<file path="src/rtl/rv_pkg.sv">
// Shared RISC-V pipeline types: writeback source select, load size and
// writeback-stage FSM states.
package rv_pkg;

   typedef enum logic [1:0] {
      WB_ALU = 2'd0,
      WB_MEM = 2'd1,
      WB_PC4 = 2'd2
   } t_wb_sel;

   typedef enum logic [1:0] {
      MEM_B = 2'd0,
      MEM_H = 2'd1,
      MEM_W = 2'd2
   } t_mem_size;

   typedef enum logic {
      RUN       = 1'b0,
      WAIT_LOAD = 1'b1
   } t_wb_state;

endpackage

</file>
<file path="src/rtl/rv_load_align.sv">
// Extracts a byte/half/word from an aligned 32-bit memory word and sign- or
// zero-extends it. Purely combinational; shared with the LSU.
module rv_load_align
   import rv_pkg::*;
(
   input  logic [31:0] data,
   input  logic [1:0]  off,
   input  logic [1:0]  size,
   input  logic        is_unsigned,
   output logic [31:0] result
);

   logic [7:0]  byte_sel;
   logic [15:0] half_sel;

   always_comb begin
      case (off)
         2'd0:    byte_sel = data[7:0];
         2'd1:    byte_sel = data[15:8];
         2'd2:    byte_sel = data[23:16];
         default: byte_sel = data[31:24];
      endcase
      // off[0] is ignored for halves; misalignment is not trapped here
      half_sel = off[1] ? data[31:16] : data[15:0];

      case (t_mem_size'(size))
         MEM_B:   result = {{24{~is_unsigned & byte_sel[7]}}, byte_sel};
         MEM_H:   result = {{16{~is_unsigned & half_sel[15]}}, half_sel};
         default: result = data;
      endcase
   end

endmodule

</file>
<file path="src/rtl/rv_wb_stage.sv">
// Memory-response / writeback stage (Q103 -> Q104): selects writeback data,
// stalls upstream while a load waits on dmem, and drops loads that time out.
//
// state     | meaning
// ----------+------------------------------------------------------------
// RUN       | normal flow; one instruction per cycle, stall only on a load
//           | whose response is not present this cycle
// WAIT_LOAD | load held in Q103, waiting for dmem_rsp_valid or timeout
module rv_wb_stage
   import rv_pkg::*;
#(
   parameter int XLEN         = 32,
   parameter int LOAD_TIMEOUT = 16
)(
   input  logic            clk,
   input  logic            rst,
   input  logic            valid_Q103H,
   output logic            ready_Q103H,
   input  logic            reg_write_en_Q103H,
   input  logic [4:0]      reg_dst_Q103H,
   input  logic [1:0]      sel_wb_Q103H,
   input  logic [XLEN-1:0] alu_result_Q103H,
   input  logic [XLEN-1:0] pc_Q103H,
   input  logic [1:0]      mem_size_Q103H,
   input  logic            mem_unsigned_Q103H,
   input  logic            dmem_rsp_valid,
   input  logic [XLEN-1:0] dmem_rsp_data,
   output logic [XLEN-1:0] wb_data_Q104H,
   output logic [4:0]      reg_dst_Q104H,
   output logic            reg_write_en_Q104H,
   output logic            load_timeout_err
);

   localparam int CW = (LOAD_TIMEOUT > 1) ? $clog2(LOAD_TIMEOUT) : 1;
   localparam logic [CW-1:0] CNT_LAST = CW'(LOAD_TIMEOUT - 1);

   t_wb_state      state_q, state_d;
   logic [CW-1:0]  cnt_q, cnt_d;
   logic           is_load;
   logic           drop;
   logic           we_d;
   logic [XLEN-1:0] load_data;
   logic [XLEN-1:0] wb_data_d;

   assign is_load = valid_Q103H && (t_wb_sel'(sel_wb_Q103H) == WB_MEM);

   rv_load_align u_align (
      .data        (dmem_rsp_data),
      .off         (alu_result_Q103H[1:0]),
      .size        (mem_size_Q103H),
      .is_unsigned (mem_unsigned_Q103H),
      .result      (load_data)
   );

   always_comb begin
      state_d     = state_q;
      cnt_d       = cnt_q;
      ready_Q103H = 1'b1;
      drop        = 1'b0;
      case (state_q)
         RUN: begin
            if (is_load && !dmem_rsp_valid) begin
               ready_Q103H = 1'b0;
               state_d     = WAIT_LOAD;
               cnt_d       = '0;
            end
         end
         WAIT_LOAD: begin
            ready_Q103H = dmem_rsp_valid || (cnt_q == CNT_LAST);
            if (dmem_rsp_valid) begin
               state_d = RUN;
            end else if (cnt_q == CNT_LAST) begin
               // consume the load without writing it
               state_d = RUN;
               drop    = 1'b1;
            end else begin
               cnt_d = cnt_q + 1'b1;
            end
         end
         default: state_d = RUN;
      endcase
   end

   always_comb begin
      case (t_wb_sel'(sel_wb_Q103H))
         WB_MEM:  wb_data_d = load_data;
         WB_PC4:  wb_data_d = pc_Q103H + XLEN'(4);
         default: wb_data_d = alu_result_Q103H;
      endcase
      we_d = valid_Q103H && ready_Q103H && reg_write_en_Q103H &&
             (reg_dst_Q103H != 5'd0) && !drop;
   end

   always_ff @(posedge clk) begin
      if (rst) begin
         state_q            <= RUN;
         cnt_q              <= '0;
         wb_data_Q104H      <= '0;
         reg_dst_Q104H      <= '0;
         reg_write_en_Q104H <= 1'b0;
         load_timeout_err   <= 1'b0;
      end else begin
         state_q            <= state_d;
         cnt_q              <= cnt_d;
         wb_data_Q104H      <= wb_data_d;
         reg_dst_Q104H      <= reg_dst_Q103H;
         reg_write_en_Q104H <= we_d;
         if (drop)
            load_timeout_err <= 1'b1;
      end
   end

endmodule

</file>
<file path="config.mk">
export PLATFORM = sky130hd
export DESIGN_NAME = rv_wb_stage
export DESIGN_NICKNAME = d
export VERILOG_FILES = /design/src/rtl/rv_pkg.sv /design/src/rtl/rv_load_align.sv /design/src/rtl/rv_wb_stage.sv
export SDC_FILE = /design/constraint.sdc
export NUM_CORES = 1
export LEC_CHECK = 0
export CAP_MARGIN = 20
export CORE_ASPECT_RATIO = 0.75
export CORE_MARGIN = 10
export CORE_UTILIZATION = 35
export DETAILED_ROUTE_END_ITERATION = 12
export GPL_TIMING_DRIVEN = 0
export PLACE_DENSITY = 0.65
export REMOVE_ABC_BUFFERS = 1
export SYNTH_ARGS = -nofsm -noshare
export SYNTH_HDL_FRONTEND = slang
export SYNTH_HIERARCHICAL = 1
export SYNTH_SLANG_ARGS = --single-unit
</file>
<file path="constraint.sdc">
create_clock -name clk -period 2.2 [get_ports clk]
set_clock_uncertainty 0.15 [all_clocks]
set_input_delay 0.22 -clock clk [delete_from_list [all_inputs] [get_ports clk]]
set_output_delay 0.22 -clock clk [all_outputs]
set_load 0.02 [all_outputs]
</file>
==> results by group <==
Run status
  – Outcome: finished, final reports clean

STA
  – Least-Margin Pin Slew: 0.875 ns
  – Fin. max-slew vios: 0
  – Fin. Hold Viols: 0
  – Fin crit period: 2.12 ns
  – WHS: 0.183 ns
  – Setup-failing EPs final: 0
  – Worst rel slew slack: 41.6%
  – Final worst-path cycle share: 96.4%
  – Max Freq: between 400 and 500 MHz

Routing
  – Routed len/inst: 20.1 um
  – Via Count: 3896
  – DRC errors left: 0
  – Drt first-iter violations: 251
  – Via density: 5.61
  – Antenna viol nets, final: 0
  – Detailed Routing Iterations Pass 1: 5
  – WL final: 13900 um

Setup path
  – Worst Setup SP: dmem_rsp_data[23]
  – Req. time, crit path: approximately 2.2 ns
  – Setup crit start kind: input port
  – Critical Path Fanout Max: 6
  – Critical Path End Type: flop
  – CP arrival: 2.16 ns
  – Worst Path Class, Setup: in -> reg
  – RR Startpoint: cnt_q[0]$_SDFFE_PP0P_
  – Register-to-Register Path Depth: 6

Run
  – Max cap viols: 0

Layout
  – Fin nets: roughly 680
  – Area Growth Syn to Fin: 58.5%
  – Ant diodes: 0
  – Fin area: 5400 um^2
  – Sequential cell area: about 880 um^2
  – Most frequent cells in the layout: 142 x clkdlybuf4s50_1, 44 x dfxtp_1, 31 x nand2_1
  – Number of non-filler instances in the completed layout: ~690
  – Share of cells above drive strength 1: 13.7%
  – Area taken by multi-input logic gates: 2450 um^2
  – Commonest non-fill, non-tap cell in the layout: clkdlybuf4s50_1
  – Fill count: about 890

Placed design
  – Hpwl dp: 10200 um
  – # port buffers: 150
  – RePlAce Congestion: 0.855
  – Placed insts: 666
  – Placed Area: 4890 um^2

Global route
  – Vias in the first global route: 3906
  – GR Util All Layers: 18.6%
  – GRT Residual Overflow: 0
  – First-pass GRT wire length: 21400 um
  – Initial antenna violation count: 0
  – Largest net degree at the start of global routing: 45

Floorplanning
  – DIE WIDTH: around 130 um
  – Initial Utilization: a little over a third
  – Core ar.: 9580 um^2
  – Die Ht: approximately 110 um
  – IO Pins: 151
  – Die ar.: roughly 14000 um^2
  – Core Rows: 31

Clocking
  – Clk pin slew, worst setup/hold paths: 0.07 ns
  – CTS tree: built
  – Total clock buffers created by CTS: 5
  – Root Driver: clkbuf_16
  – CTS sink count: 44
  – Clk Latency, worst-skew pair: 0.29 ns
  – Max H-tree Level: 2
  – Longest Clk Path Bufs: 2

Yosys
  – EDFF count, synth: 0
  – Post-synth ARST share: 0%
  – Mapped Avg Cell Area: 8.04 um^2
  – Gate Count Post-Synth: 424
  – Largest area contributor in the netlist: dfxtp_1
  – Synth cell types: 55
  – Synth top area share: 25.8%
  – Ys Warns: 6
  – Top cells by area, synth: dfxtp_1 26%, mux2i_1 4.7%, xnor2_1 4.4%
  – Most common flop cell mapped by yosys: dfxtp_1
  – Seq cells post-synth: 44
  – Seq/Total Area, Yosys: 25.8%
  – Post-synthesis cell area: 3410 um^2

Power
  – Leak: just under 2 nW
  – Tot Pwr: about 2.7 mW
  – VDD IR max: 0.321 mV
  – Pwr dens: 502 nW/um^2

Hold path
  – Hold crit path type: in -> reg
  – Hold depth: 3
  – Worst hold start: alu_result_Q103H[0]
-- worst max-delay path, stage by stage --
cell and delay [ns]:
clkdlybuf4s50_1 0.49, mux2_4 0.36, a32oi_4 0.37, buf_4 0.20, o211ai_2 0.10, a22oi_1 0.17
nor2_1 0.06, a31o_1 0.21
-- path summary, 6_finish.rpt --
| path | to | slack, ns |
|---|---|---|
| max | wb_data_Q104H[31]$_SDFF_PP0_ | 0.08 |
| min | wb_data_Q104H[0]$_SDFF_PP0_ | 0.18 |
| max reg2reg | cnt_q[1]$_SDFFE_PP0P_ | 0.51 |
| min reg2reg | load_timeout_err$_SDFFE_PP0N_ | 0.35 |
-- cell type report --
type                    instances  area share (%)
flip-flops and latches         44            16.3
repair buffers                167            30.8
clock inverters                 3           0.880
well taps                     132            3.06
inverters                      15            1.18
multi-input cells             327            45.3
clock buffers                   5            2.32
repair inverters                1           0.139
-- cell usage after synthesis (2+ instances only) --
master    instances
dfxtp_1          44
a221o_1           5
nand4_1           9
o211ai_1          7
nand2b_1          2
buf_6             3
o211ai_2         10
nor3_1           16
clkbuf_1         27
a21oi_1          17
a22oi_1          12
ha_1              5
nor4_1            4
xor2_1            5
and3_1            9
buf_2             6
o221ai_1          8
and4_1            8
o22a_1            7
nor2_1           26
o21ai_1          13
and2_1            5
nand3_1          13
mux2_2            2
a221oi_2          3
a221oi_1         14
mux2i_1          16
nor2b_1          17
inv_1            14
buf_4             5
nor4_2            4
o22ai_1           7
or3_1             2
o21ai_0           8
o21a_1            3
nand2_1          31
xnor2_1          17
o31a_1            3
-- layer usage --
metal,track usage (%),share of wire [%],vias up
li1,-,-,1876
met1,25.1,45,1850
met3,6.45,9.9,9
met4,2.48,0.74,0
met5,0,0,-
met2,28.6,44,161
-- sequential cells by signal (all words and copies together) (netlist names) --
name	count
reg_write_en_Q104H	1
reg_dst_Q104H	5
wb_data_Q104H	32
load_timeout_err	1
cnt_q	4
state_q	1
-- per-stage QoR --
step           setup TNS (ns)  util, %  setup slack [ns]
2_1_floorplan           -1.84        -            -0.185
3_3_place_gp           -61.62     50.9             -2.04
3_5_place_dp           -54.47     51.1             -2.02
4_1_cts                     0     55.0          0.000183
5_1_grt               -0.0110     56.4           -0.0110
6_report                    0     56.4            0.0796
-- where the power goes --
group	total, mW	internal (mW)	switching, mW	leakage, nW
Clock	0.879	0.540	0.339	0.0840
Combinational	0.960	0.487	0.473	1.53
Sequential	0.871	0.856	0.0150	0.364
Total	2.71	1.88	0.827	1.98
-- kinds of logic (layout without fill, tap and decap cells) --
kind of cell,after synthesis,count (layout),synth area share [%]
multiplexers,18,18,5.36
AND/OR/NAND/NOR,153,154,24.9
AO/OA/AOI/OAI,126,128,28.8
buffers and inverters,56,191,7.60
adder cells (fa/ha/maj),5,5,1.84
flip-flops,44,44,25.8
XOR/XNOR,22,22,5.65
-- timing repair --
item                                    in CTS  in global routing
pin swaps                                    3                  4
resized for setup                           30                 19
gates cloned                                 3                  1
endpoints found under the setup margin      39                 32
hold buffers                                 0                  0
buffers inserted                             8                  8
(Power assumes the default switching activity.)
